<file path="src/rtl/rocc_cmd_queue_pkg.sv">
// Package rocc_pkg: RoCC command field widths, the packed command struct
// and pack/unpack helpers shared by the command queue and its controller.
package rocc_pkg;

  localparam int FUNCT_W = 7;
  localparam int REG_W   = 5;
  localparam int OPC_W   = 7;
  localparam int XLEN    = 64;
  // funct + rs2/rs1/rd + xd/xs1/xs2 + opcode + two operands = 160 bits
  localparam int CMD_W   = FUNCT_W + 3 * REG_W + 3 + OPC_W + 2 * XLEN;

  // Field order matches the packed layout, MSB first
  typedef struct packed {
    logic [FUNCT_W-1:0] funct;
    logic [REG_W-1:0]   rs2;
    logic [REG_W-1:0]   rs1;
    logic               xd;
    logic               xs1;
    logic               xs2;
    logic [REG_W-1:0]   rd;
    logic [OPC_W-1:0]   opcode;
    logic [XLEN-1:0]    rs1_data;
    logic [XLEN-1:0]    rs2_data;
  } rocc_cmd_t;

  function automatic logic [CMD_W-1:0] pack_cmd(input rocc_cmd_t c);
    return c;
  endfunction

  function automatic rocc_cmd_t unpack_cmd(input logic [CMD_W-1:0] b);
    return rocc_cmd_t'(b);
  endfunction

endpackage

</file>
<file path="src/rtl/rocc_cmd_queue_ctrl.sv">
// rocc_queue_ctrl: read/write pointers and the maybe_full flag of the
// command queue; derives empty, full and occupancy. DEPTH is a power of two
// so the pointers wrap naturally.
module rocc_queue_ctrl #(
  parameter  int DEPTH = 2,
  localparam int PTR_W = $clog2(DEPTH),
  localparam int CNT_W = $clog2(DEPTH + 1)
) (
  input  logic             clk,
  input  logic             reset,
  input  logic             enq,
  input  logic             deq,
  output logic [PTR_W-1:0] wptr,
  output logic [PTR_W-1:0] rptr,
  output logic             empty,
  output logic             full,
  output logic [CNT_W-1:0] count
);

  localparam logic [PTR_W-1:0] PTR_ONE = PTR_W'(1);

  logic [PTR_W-1:0] wptr_reg, wptr_next;
  logic [PTR_W-1:0] rptr_reg, rptr_next;
  logic             maybe_full_reg, maybe_full_next;
  logic [PTR_W-1:0] ptr_diff;

  // Next pointer state; maybe_full only changes when exactly one side moves
  always_comb begin
    wptr_next       = enq ? wptr_reg + PTR_ONE : wptr_reg;
    rptr_next       = deq ? rptr_reg + PTR_ONE : rptr_reg;
    maybe_full_next = (enq != deq) ? enq : maybe_full_reg;
  end

  // Pointer/flag registers; reset discards all queued entries
  always_ff @(posedge clk) begin
    if (reset) begin
      wptr_reg       <= '0;
      rptr_reg       <= '0;
      maybe_full_reg <= 1'b0;
    end else begin
      wptr_reg       <= wptr_next;
      rptr_reg       <= rptr_next;
      maybe_full_reg <= maybe_full_next;
    end
  end

  assign wptr     = wptr_reg;
  assign rptr     = rptr_reg;
  assign empty    = (wptr_reg == rptr_reg) && !maybe_full_reg;
  assign full     = (wptr_reg == rptr_reg) &&  maybe_full_reg;
  assign ptr_diff = wptr_reg - rptr_reg;
  // Equal pointers mean 0 or DEPTH; the full flag supplies the extra MSB
  assign count    = CNT_W'({full, ptr_diff});

endmodule

</file>
<file path="src/rtl/rocc_cmd_queue.sv">
// rocc_cmd_queue: decoupling FIFO between the core RoCC command port and the
// accelerator. Holds the command storage and the output mux; pointer logic
// lives in rocc_queue_ctrl.
// Optional feature macro: ROCC_CMD_QUEUE_BYPASS_EN (empty-queue pass-through).
module rocc_cmd_queue
  import rocc_pkg::*;
#(
  parameter  int DEPTH = 2,
  localparam int PTR_W = $clog2(DEPTH),
  localparam int CNT_W = $clog2(DEPTH + 1)
) (
  input  logic               clk,
  input  logic               reset,
  output logic               in_ready,
  input  logic               in_valid,
  input  logic [FUNCT_W-1:0] in_funct,
  input  logic [REG_W-1:0]   in_rs2,
  input  logic [REG_W-1:0]   in_rs1,
  input  logic               in_xd,
  input  logic               in_xs1,
  input  logic               in_xs2,
  input  logic [REG_W-1:0]   in_rd,
  input  logic [OPC_W-1:0]   in_opcode,
  input  logic [XLEN-1:0]    in_rs1_data,
  input  logic [XLEN-1:0]    in_rs2_data,
  input  logic               out_ready,
  output logic               out_valid,
  output logic [FUNCT_W-1:0] out_funct,
  output logic [REG_W-1:0]   out_rs2,
  output logic [REG_W-1:0]   out_rs1,
  output logic               out_xd,
  output logic               out_xs1,
  output logic               out_xs2,
  output logic [REG_W-1:0]   out_rd,
  output logic [OPC_W-1:0]   out_opcode,
  output logic [XLEN-1:0]    out_rs1_data,
  output logic [XLEN-1:0]    out_rs2_data,
  output logic [CNT_W-1:0]   count,
  input  logic               accel_busy,
  output logic               busy
);

  logic [CMD_W-1:0] mem [DEPTH];
  logic [PTR_W-1:0] wptr, rptr;
  logic             empty, full;
  logic             enq, deq;
  rocc_cmd_t        in_cmd;
  rocc_cmd_t        head;

  assign in_cmd = '{funct: in_funct, rs2: in_rs2, rs1: in_rs1,
                    xd: in_xd, xs1: in_xs1, xs2: in_xs2, rd: in_rd,
                    opcode: in_opcode, rs1_data: in_rs1_data,
                    rs2_data: in_rs2_data};

  assign in_ready = !full;

`ifdef ROCC_CMD_QUEUE_BYPASS_EN
  // Empty queue forwards the incoming command; a same-cycle accept skips storage
  always_comb begin
    out_valid = !empty || in_valid;
    head      = empty ? in_cmd : unpack_cmd(mem[rptr]);
    enq       = in_valid && in_ready && !(empty && out_ready);
    deq       = !empty && out_ready;
  end
`else
  // Registered-only output: a command is visible the cycle after it is written
  always_comb begin
    out_valid = !empty;
    head      = unpack_cmd(mem[rptr]);
    enq       = in_valid && in_ready;
    deq       = !empty && out_ready;
  end
`endif

  // Command storage; not reset, stale entries are masked by the pointers
  always_ff @(posedge clk) begin
    if (enq) mem[wptr] <= pack_cmd(in_cmd);
  end

  rocc_queue_ctrl #(.DEPTH(DEPTH)) u_ctrl (
    .clk   (clk),
    .reset (reset),
    .enq   (enq),
    .deq   (deq),
    .wptr  (wptr),
    .rptr  (rptr),
    .empty (empty),
    .full  (full),
    .count (count)
  );

  assign out_funct    = head.funct;
  assign out_rs2      = head.rs2;
  assign out_rs1      = head.rs1;
  assign out_xd       = head.xd;
  assign out_xs1      = head.xs1;
  assign out_xs2      = head.xs2;
  assign out_rd       = head.rd;
  assign out_opcode   = head.opcode;
  assign out_rs1_data = head.rs1_data;
  assign out_rs2_data = head.rs2_data;

  assign busy = (count != '0) || accel_busy;

endmodule

</file>
<file path="config.mk">
export PLATFORM = sky130hd
export DESIGN_NAME = rocc_cmd_queue
export DESIGN_NICKNAME = d
export VERILOG_FILES = /design/src/rtl/rocc_cmd_queue_pkg.sv /design/src/rtl/rocc_cmd_queue_ctrl.sv /design/src/rtl/rocc_cmd_queue.sv
export SDC_FILE = /design/constraint.sdc
export NUM_CORES = 1
export LEC_CHECK = 0
export BUFFER_PORTS_ARGS = -buffer_cell sky130_fd_sc_hd__buf_2
export CAP_MARGIN = 30
export CORE_ASPECT_RATIO = 0.75
export CORE_UTILIZATION = 45
export DETAILED_ROUTE_END_ITERATION = 8
export GPL_TIMING_DRIVEN = 0
export PLACE_DENSITY = 0.7
export REMOVE_ABC_BUFFERS = 1
export SKIP_CTS_REPAIR_TIMING = 1
export SYNTH_ARGS = -nofsm -noshare
export SYNTH_HDL_FRONTEND = slang
export SYNTH_SLANG_ARGS = --single-unit
</file>
<file path="constraint.sdc">
create_clock -name clk -period 5.7 [get_ports clk]
set_input_delay 0.57 -clock clk [delete_from_list [all_inputs] [get_ports clk]]
set_output_delay 0.57 -clock clk [all_outputs]
set_load 0.02 [all_outputs]
</file>
==> impl_metrics.ini <==
[timing]
grt_setup_unrepaired = no
finalSetupTns_ns = 0
finalClockSkew_ns = 0.00795
hold_violations = 0
post-route-period-util = 0.504
fin_ws_ns = 2.83
fmax_mhz = 348
count_of_pins_over_their_slew_limit = 0
transition_at_the_pin_with_the_smallest_max_transition_slack_ns = 0.618
period_minus_slack_ns = 2.87
finalSetupViolations = 0
max-slew-margin-rel = 0.588

[cells_and_area]
final_net_count = 1038
flow.area_growth_from_synthesis_pct = 26.6
utilization = 0.588
antenna_cells = 0
regMostFlops = mem
layout-drive-gt1-share = 0.608
filler_cell_count = 1932
largest_reg_flops = 320
finalInstanceArea_um2 = 14900

[grt]
grt_antenna_before_repair = 2
number_of_global_route_vias_before_repair = 6305
grt_max_degree = 85
first_pass_grt_wire_length_mm = 33.9
global_route.usage.total = 0.164
final_global_route_overflow_total = 0

[floorplan]
dieArea_um2 = 26800
start_util = 0.465
dieWidth_um = 189
rows = 50
core_um2 = 25300
number_of_placed_i_o_pins = 330
die_h_um = 142

[yosys]
mappedNetlistArea_um2 = 11800
synth-async-reset-ratio = 0
synth_top_cell_area_share = 0.816
synth_common_cells = edfxtp_1 (320), mux2_2 (160), buf_4 (12)
synth.lib_cells_used.distinct = 22
synth_largest_area_cell = edfxtp_1
yosys.cell_count.top_type = edfxtp_1
synth.area.top_cells = edfxtp_1 (82%), mux2_2 (15%), buf_4 (0.76%)
synthesis.instances = 527
avgSynthCellArea_um2 = 22.3
synth-warning-count = 0
synth-seq-cells = 324
synth_enable_flop_cells = 320
part_of_the_yosys_area_used_for_sequential_elements = 0.823
ys.flop_type = edfxtp_1

[power_and_ir_drop]
powerDensity_nw_per_um2 = 382
peakVddDrop_uv = 273
internal_power_uw = 4370
switching_power_uw = 1330
totalPowerFinal_uw = 5700
seq_power_share = 0.501
power.combinational.fraction = 0.132
power.clock.fraction = 0.367
p_leak_uw = 0.00551
sw_frac_of_total = 0.233

[worst_setup_path]
cp_cell_sequence = buf_16 > mux2_2 > buf_2
worstSetupPathDepth = 3
critPathSlowestCell = dfxtp_4
worst-r2r-setup-slack_ns = 3.58
depth_of_the_most_critical_reg_to_reg_path = 4
endpoint_of_the_worst_setup_timing_path = out_opcode[0]
critPathKind = reg2out
worstPathMaxFanout = 66
cp_data_required_time_ns = 5.13
critical_path.top_delay_family = flip-flops
endpoint_kind = output port
max_stage_delay_ns = 0.75
critPathBufInv = 2
startpoint_type = register
worst-endpoint-arrival_ns = 2.30
reg2reg_to = mem[0][41]
r2r_start = u_ctrl.rptr

[run]
cap_viol_max_count = 0

[place]
place.detailed.hpwl_mm = 14.7
placement.setup.worst_slack_ns = 3.41
gp_routability_congestion = 0.734
port_buffers = 329
dpl-instance-area_um2 = 13900

[cts]
clock_latency_ns = 0.54
sinks_on_the_clock_net = 324
clock-root-buffer = clkbuf_16
cts_buffers = 31
tritoncts = done
count_of_h_tree_levels_built_during_cts = 1
clkTransAtPathRegs_ns = 0.06
max-clock-path-buffers = 3

[routing]
drt-initial-drc-count = 302
drt_wl_total_mm = 22.4
antenna_left = 0
via_count = 6009
route.detailed.vias_per_inst = 4.87
firstDrtPassIters = 5
drt-wirelength-per-cell_um = 18.1
drcViolationCount = 0

[status]
status = finished clean

[hold_path]
worst_hold_path_class = in2reg
-- layout by cell type (no fill, tap or decap), types with 2 or more instances in the layout --
master and count:
nand2b_1 2, bufinv_16 6, dfxtp_1 3, clkbuf_1 8, nand2_1 2, mux2_2 160
nand3b_1 3, edfxtp_1 320, a31oi_1 2, clkbuf_16 31, clkinv_1 4, clkinv_2 4
buf_2 329, buf_16 5, clkinvlp_4 2
-- stage by stage --
step / hold slack [ns] / cells
2_1_floorplan: 0.532 / 506
3_3_place_gp: 0.564 / 1173
3_5_place_dp: 0.591 / 1178
4_1_cts: 0.182 / 1234
5_1_grt: 0.181 / 1234
6_report: 0.214 / 1234
-- power by group through the flow --
stage / registers, uW / logic, uW / clock network (uW)
global route: 2870 / 803 / 2230
CTS: 2860 / 761 / 2150
floorplan: 2930 / 456 / 0
detailed placement: 2910 / 756 / 0
finish: 2860 / 751 / 2090
global placement: 2970 / 738 / 0
-- kinds of logic after synthesis --
family,after synthesis,share of synthesized area
flops,324,0.823
mux,160,0.153
buf+inv,24,0.0123
simple gates,13,0.00744
compound gates,5,0.00308
xor+xnor,1,0.00138
-- final cells by class --
cell class / count / area, um^2 / area share
timing repair buffer: 334 / 1780 / 0.120
multi-input combinational: 179 / 1950 / 0.130
clock inverter: 17 / 239 / 0.0160
sequential: 324 / 9690 / 0.650
clock buffer: 39 / 806 / 0.0540
inverter: 3 / 18.8 / 0.00126
tap: 338 / 423 / 0.0284
-- worst min-delay path by stage --
stage | start | end | slack (ns) | cells past startpoint
final | in_rs1[2] | mem[1][145] | 0.21 | 1
after global routing | in_rs1_data[2] | mem[1][66] | 0.18 | 1
after CTS | in_xs2 | mem[1][140] | 0.18 | 1
after detailed placement | u_ctrl.rptr | register | 0.59 | 2
after global placement | u_ctrl.rptr | u_ctrl.rptr | 0.56 | 2
after floorplan | u_ctrl.rptr | register | 0.53 | 2
-- metal layers --
layer,GRT usage,vias to the layer above,routed length [um]
met1,0.199,2907,8960
met3,0.0680,40,2400
met2,0.269,258,10500
met4,0.0454,4,521
met5,0,-,24
li1,-,2800,-
(Power assumes the default switching activity.)
